## config.mk

```make
export PLATFORM = sky130hd
export DESIGN_NAME = regfile_mp
export DESIGN_NICKNAME = d
export VERILOG_FILES = /design/src/rtl/regfile_mp.sv
export SDC_FILE = /design/constraint.sdc
export NUM_CORES = 2
export LEC_CHECK = 0
export CAP_MARGIN = 20
export CORE_UTILIZATION = 40
export CTS_BUF_LIST = sky130_fd_sc_hd__clkbuf_4 sky130_fd_sc_hd__clkbuf_8
export CTS_CLUSTER_DIAMETER = 60
export DETAILED_ROUTE_END_ITERATION = 10
export REMOVE_ABC_BUFFERS = 1
export SYNTH_ARGS = -nofsm -noshare
export SYNTH_HDL_FRONTEND = slang
export SYNTH_SLANG_ARGS = --single-unit
```

## constraint.sdc

```tcl
create_clock -name clk -period 3.2 [get_ports clk]
set_input_delay 0.64 -clock clk [delete_from_list [all_inputs] [get_ports clk]]
set_output_delay 0.64 -clock clk [all_outputs]
set_load 0.01 [all_outputs]
```

## src/rtl/regfile_mp.sv

```systemverilog
// Multi-read-port register file with optional zero register, write-through bypass and debug dump engine.
// Latency: reads are combinational (0 cycles); writes land on the next rising edge; dump words follow start by one edge.
// Backpressure: dump stream is valid/ready; the current word holds while dump_ready=0 (it still reflects new writes).
//
// Ports:
//   clk, rst (async, active-low)
//   en, we, waddr, wdata            : write port (en=0 stalls the write only)
//   raddr, rdata                    : NREAD packed combinational read ports
//   dump_start                      : request to stream every register
//   dump_valid/ready/idx/data       : dump stream handshake and payload
//   dump_busy, dump_done            : engine status; done pulses once after the last word is accepted
module regfile_mp #(
    parameter int DATA_W   = 32,
    parameter int ADDR_W   = 5,
    parameter int NREAD    = 2,
    parameter int ZERO_REG = 1,
    parameter int BYPASS   = 1
) (
    input  logic                     clk,
    input  logic                     rst,
    input  logic                     en,
    input  logic                     we,
    input  logic [ADDR_W-1:0]        waddr,
    input  logic [DATA_W-1:0]        wdata,
    input  logic [NREAD*ADDR_W-1:0]  raddr,
    output logic [NREAD*DATA_W-1:0]  rdata,
    input  logic                     dump_start,
    input  logic                     dump_ready,
    output logic                     dump_valid,
    output logic [ADDR_W-1:0]        dump_idx,
    output logic [DATA_W-1:0]        dump_data,
    output logic                     dump_busy,
    output logic                     dump_done
);

    localparam int DEPTH = 2 ** ADDR_W;

    localparam logic [1:0] ST_IDLE = 2'd0;
    localparam logic [1:0] ST_SEND = 2'd1;
    localparam logic [1:0] ST_DONE = 2'd2;

    logic [DATA_W-1:0] regs [DEPTH];
    logic              commit;
    logic [1:0]        state;
    logic [ADDR_W-1:0] idx;

    // A write to the zero register is dropped entirely, so it never commits
    // and never reaches the bypass path either.
    assign commit = we && en && !((ZERO_REG != 0) && (waddr == '0));

    always_ff @(posedge clk or negedge rst) begin
        if (!rst) begin
            for (int i = 0; i < DEPTH; i++) begin
                regs[i] <= '0;
            end
        end else if (commit) begin
            regs[waddr] <= wdata;
        end
    end

    // Shared read path used by every read port and the dump engine:
    // zero register first, then same-cycle forwarding, then stored value.
    function automatic logic [DATA_W-1:0] rd_mux(
        input logic [ADDR_W-1:0] a,
        input logic [DATA_W-1:0] stored,
        input logic              wr_commit,
        input logic [ADDR_W-1:0] wr_addr,
        input logic [DATA_W-1:0] wr_data
    );
        logic [DATA_W-1:0] r;
        if ((ZERO_REG != 0) && (a == '0)) begin
            r = '0;
        end else if ((BYPASS != 0) && wr_commit && (wr_addr == a)) begin
            r = wr_data;
        end else begin
            r = stored;
        end
        return r;
    endfunction

    for (genvar p = 0; p < NREAD; p++) begin : g_rd
        logic [ADDR_W-1:0] a;
        assign a = raddr[p*ADDR_W +: ADDR_W];
        assign rdata[p*DATA_W +: DATA_W] = rd_mux(a, regs[a], commit, waddr, wdata);
    end

    // Dump engine: IDLE -> SEND (one word per accepted handshake) -> DONE -> IDLE.
    always_ff @(posedge clk or negedge rst) begin
        if (!rst) begin
            state <= ST_IDLE;
            idx   <= '0;
        end else begin
            case (state)
                ST_IDLE: begin
                    if (dump_start) begin
                        state <= ST_SEND;
                        idx   <= '0;
                    end
                end
                ST_SEND: begin
                    if (dump_ready) begin
                        if (idx == ADDR_W'(DEPTH - 1)) begin
                            state <= ST_DONE;
                        end else begin
                            idx <= idx + 1'b1;
                        end
                    end
                end
                ST_DONE: begin
                    state <= ST_IDLE;
                    idx   <= '0;
                end
                default: begin
                    state <= ST_IDLE;
                    idx   <= '0;
                end
            endcase
        end
    end

    assign dump_valid = (state == ST_SEND);
    assign dump_busy  = (state != ST_IDLE);
    assign dump_done  = (state == ST_DONE);
    assign dump_idx   = idx;
    // Live view of the register: a write landing on the held index shows up
    // before the word is accepted.
    assign dump_data  = rd_mux(idx, regs[idx], commit, waddr, wdata);

endmodule
```

Word level (Yosys, flattened, before mapping)
Cells that the tools add are included. W data, S select, Z words.

Equality and inequality tests: 10. Add/sub/neg operators: 1. Multiplexer cells: 26. Bitwise operators: 4. Reduce and logical (&&, ||, !) cells: 15. Magnitude comparators: 5.

Operators by type and width (number): $bwmux W1024 (1); $bmux W32 S5 (3); $mux W32 (13); $demux W32 S5 (1); $ge A6 B6 Y1 const B (4); $not A5 Y6 (4); $logic_not A5 Y1 (4); $eq A5 B5 Y1 (3); $mux W5 (3); $pmux W5 S2 (1); $logic_and A1 B1 Y1 (6); $lt A6 B1 Y1 const B (1); $mux W2 (3); $ne A2 B2 Y1 const B (3); $reduce_and A3 Y1 (2); $add A5 B1 Y5 const B (1); $eq A5 B5 Y1 const B (1); $pmux W2 S2 (1); $eq A2 B1 Y1 const B (1); $eq A2 B2 Y1 const B (1); $logic_not A2 Y1 (1); $ne A2 B1 Y1 const B (1); $reduce_bool A2 Y1 (1); $logic_not A1 Y1 (1).

Logic and storage cells: 95. Register bits after elaboration: 1031. Bits of input ports: 53.

Logic depth before layout (Yosys ltp)
Depth after elaboration: 6. Depth in mapped cells: 12. Gate-level depth less buffers: 7.

Least setup slack after synthesis
OpenSTA, ideal clock, no wires.

Path type: in2out. Start: in raddr[5]. End: out rdata[43]. Path slack: 0.292 ns. Data arrival time: 2.268 ns. Cell stages on the path: 7. Buffers on the path: 3. Cells stage by stage: buf_4 -> buf_6 -> buf_2 -> mux4_2 -> nor3_1 -> a211oi_1 -> a211o_1.

Word-level cells in the longest chain between the ends: 6. Elaborated cells between the ends (all ways): 9. Classes of those cells: eq/ne (1); mux (5); bitwise (1); reduce/logical (2).

RTL lines: from (decl) (RTL line 25) `input logic [NREAD*ADDR_W-1:0] raddr,`; $not A5 Y6 (not written as such) (RTL line 84) `assign rdata[p*DATA_W +: DATA_W] = rd_mux(a, regs[a], commit, waddr, wdata);`; $bmux W32 S5 (RTL line 84); $mux W32 (not written as such) (2 in series) (RTL line 84); $mux W32 (RTL line 73) `end else if ((BYPASS != 0) && wr_commit && (wr_addr == a)) begin`; $mux W32 (*) (RTL line 71) `if ((ZERO_REG != 0) && (a == '0)) begin`; to (decl) (RTL line 26) `output logic [NREAD*DATA_W-1:0] rdata,`.

Mark *: on every way between the ends. The rest lies on a longest branch, timed or not. The select of a mux whose other input is x is not followed.

Worst setup path after layout
Start: reg idx[0], in the netlist dump_idx[0]. End: out dump_data[9].

Word-level cells in the longest chain between the ends: 6. Elaborated cells between the ends (all ways): 9. Classes of those cells: eq/ne (1); mux (5); bitwise (1); reduce/logical (2).

RTL lines: from (decl) (RTL line 45) `logic [ADDR_W-1:0] idx;`; from (signal assigned) (RTL line 105) `idx <= idx + 1'b1;`; $not A5 Y6 (not written as such) (RTL line 127) `assign dump_data = rd_mux(idx, regs[idx], commit, waddr, wdata);`; $bmux W32 S5 (RTL line 127); $mux W32 (not written as such) (2 in series) (RTL line 127); $mux W32 (RTL line 73); $mux W32 (*) (RTL line 71); to (decl) (RTL line 31) `output logic [DATA_W-1:0] dump_data,`.

Marked as above.

==> metrics <==
area taken by multi-input logic gates 39100 sq um; setup violators final 95; nature of the critical path endpoint output pin; FF-to-FF path depth 10; Post-Layout Inst Area 85000 sq um; GR Util met1 0.447; P_int 0.0346 W; Comb power frac 0.447; met2 Use GR 0.511; final non-filler cell total 8133; Core Box Area 163000 sq um; Hold Crit Class input pin to async pin; internal reg-to-reg setup slack 740 ps; unrepaired setup endpoints after global routing true; CP required 2560 ps; Syn Area/Cell 13.3 sq um; Final period util 1.30; slew at the pin closest to its max-slew limit 762 ps; remaining global-route overflow 0; minimum clock period 4150 ps; status finished, violations left; Hold Fails Final Rpt 0; Final WS setup -947 ps; Synth Register Bits 1031; Top FF cell, synth dfrtp_1; Die Wd 406 um; NetSw 0.0201 W; vias in the first global route 53650; Reg area 25800 sq um; cell area after synthesis 65400 sq um; clk_lat worst skew 940 ps; Seq/Total Area, Yosys 0.394; Ys Warns 0; Buf+Inv Stages, Crit Path 5; MaxCap Viol Count 0; CTS tree built; Vias per Instance 6.64; Distinct cells, synth 76; Slew Viols, Final 0; starting density of the core 0.402; aggregate global-route resource usage 0.344; Sink Count 1031; DRC viols 0; Vias 53967; IO Pins 157; first-pass GRT wire length 404000 um; full die area 165000 sq um; initial antenna violation count 10; CTS Buffer Depth 3; EDFF count, synth 0; Leak 37.6 nW; Avg WL per Cell 35.3 um; CTS buffer count 187; synthesis-to-layout area growth 30.0%; clk root buf clkbuf_8; Reg-to-Reg Start dump_idx[0]; placed cell areas 75500 sq um; DRT Wirelength 287000 um; crit-path max FO 8; Initial DRC Count 6920; Max Fclk 0.241 GHz; DIE HEIGHT 406 um; Setup Skew 6.88 ps; peak supply drop 0.525 mV; sequential power share 0.303; critical path class flip-flop to output pin; Critical Path Max Stage Delay 530 ps; Post-layout nets 5863; failing checks negative setup slack; sw frac 0.367; CP endpoint dump_data[9]; Placer Congestion 0.956; port bufs 156; CP max-delay cell dfrtp_4; Worst-path clk slew 60 ps; CP Launch Type flip-flop; Max-Slew Margin vs Limit 0.492; layout cells sized above 1 0.602; Crit. path cell count 10; DPL Wire Length 190000 um; first-pass iteration count of the detailed router 6; Clock power frac 0.250; largest net degree at the start of global routing 115; crit path DAT 3510 ps; post-route ant nets 0; cell family with most CP delay buffers and inverters; grt met3 use 0.0835; setup tns final -41570 ps; reg2reg end dump_idx[3]; Async SR Flop Fraction 1.00; fillers 13910; launch point of the worst path dump_idx[0]; Critical Path, Cell by Cell buf_12 -> buf_8 -> clkbuf_16 -> buf_4 -> mux4_2 -> mux2_2 -> a21boi_2 -> o22ai_2 -> a22o_1 -> buf_2; row cnt 148; synthesized netlist cell count 4933; H-tree levels 4; GRT busiest layer met2; placed cell count 7538; pwr dens 643 nW/um^2; Core Util, Final 0.523
==> Yosys cell counts, drive strengths merged (4+ instances only) <==
master	instances	share of area
mux2i	507	0.078
xor2	6	0.00080
a21oi	118	0.0090
o32ai	11	0.0015
a221oi	82	0.011
a311oi	4	0.00054
xnor2	11	0.0015
buf	314	0.035
a32oi	7	0.00094
a221o	28	0.0043
nand3	29	0.0022
nand2b	14	0.0015
and3	7	0.00067
nand2	105	0.0063
nand4	6	0.00057
a22oi	94	0.011
nor2b	19	0.0018
mux2	1135	0.20
o21ai	122	0.0093
a21boi	23	0.0026
nor3	69	0.0053
or3	7	0.00067
o221ai	25	0.0033
a211oi	27	0.0031
inv	10	0.00057
and2	8	0.00077
clkbuf	252	0.015
o211ai	10	0.0011
o22a	4	0.00054
nor2	111	0.0064
a31oi	32	0.0031
a2111oi	19	0.0026
nor4	16	0.0023
a22o	34	0.0046
mux4	485	0.17
or2	6	0.00057
dfrtp	1031	0.39
o31ai	9	0.0010
o22ai	106	0.010
a211o	8	0.0011
==> what timing repair did <==
item | CTS | global route
gates cloned | 13 | 7
endpoints found under the setup margin | 100 | 97
hold endpoints to repair | 35 | 0
gates resized for setup | 819 | 355
pin swaps | 169 | 150
hold buffers | 1 | 0
buffers inserted | 152 | 127
==> worst min path at each step <==
stage                   to  slack (ps)
5_1_grt          regs[975]         250
6_report         regs[854]         270
3_3_place_gp    regs[1015]         400
3_5_place_dp    regs[1015]         400
4_1_cts          regs[854]         210
2_1_floorplan  dump_idx[0]         340
==> per-layer routing <==
layer | up-vias | wire length [um] | share of wire
li1 | 21154 | - | -
met1 | 28274 | 110000 | 0.38
met2 | 3525 | 126000 | 0.44
met3 | 1010 | 29500 | 0.10
met4 | 4 | 22400 | 0.078
met5 | - | 24 | 0.000084
==> cells by family (layout without fill, tap and decap cells) <==
kind of cell | Yosys count | in the layout | synth area share
muxes | 2127 | 2127 | 0.440
DFF | 1031 | 1031 | 0.394
AOI/OAI and AO/OA | 772 | 772 | 0.0823
buffers and inverters | 578 | 1597 | 0.0499
and+or+nand+nor | 405 | 405 | 0.0300
xor gates and xnor gates | 17 | 17 | 0.00228
adders and majority gates | 3 | 3 | 0.000574
other | 0 | 6 | 0
==> layout make-up <==
class	instances	share of cell area
Timing Repair Buffer	1251	0.156
Multi-Input combinational cell	3324	0.460
Inverter	12	0.000559
Tap cell	2175	0.0320
Clock inverter	36	0.00349
Clock buffer	298	0.0438
Sequential cell	1031	0.304
Antenna cell	6	0.000177
==> flip-flops by register name, indices dropped and copies added (netlist names) <==
name / cells
state: 2
regs: 1024
dump_idx: 5
==> placed cells by master, fill, tap and decap left out, types with 12 or more instances in the layout <==
master / n
clkinv_2: 20
a31oi_2: 14
nor3_2: 27
mux2_2: 1123
a221oi_1: 39
a221oi_2: 42
buf_4: 746
a211oi_1: 20
o21ai_0: 75
a21boi_2: 15
a22o_1: 32
nor2_1: 56
o21ai_2: 13
nor3_1: 28
a22oi_2: 23
buf_16: 23
a21oi_1: 87
buf_2: 68
clkdlybuf4s50_1: 38
a21oi_2: 29
mux2i_1: 484
mux2i_2: 14
nor3_4: 14
o221ai_1: 25
o22ai_1: 74
nand2_1: 91
o22ai_2: 22
dfrtp_1: 1026
a22oi_1: 71
nand3_1: 18
mux4_2: 479
nor2b_1: 12
clkbuf_4: 60
buf_8: 29
buf_6: 104
a221o_1: 28
buf_12: 211
nor2_4: 45
o21ai_1: 32
clkbuf_8: 239
==> power by group through the flow <==
stage | clock network (W) | registers [W] | logic [W]
after CTS | 0.0138 | 0.0164 | 0.0223
after global placement | 0 | 0.0166 | 0.0201
final | 0.0137 | 0.0166 | 0.0244
after detailed placement | 0 | 0.0167 | 0.0203
after global routing | 0.0144 | 0.0168 | 0.0251
after floorplan | 0 | 0.0167 | 0.00890
==> per-stage QoR <==
step,hold slack (ps),total power (W),worst slack [ps]
2_1_floorplan,344,0.0256,-11310
6_report,268,0.0546,-947
3_3_place_gp,399,0.0367,-1530
3_5_place_dp,404,0.0370,-1530
4_1_cts,206,0.0525,-1270
5_1_grt,252,0.0562,-1040
Power figures use the tool's default switching activity.
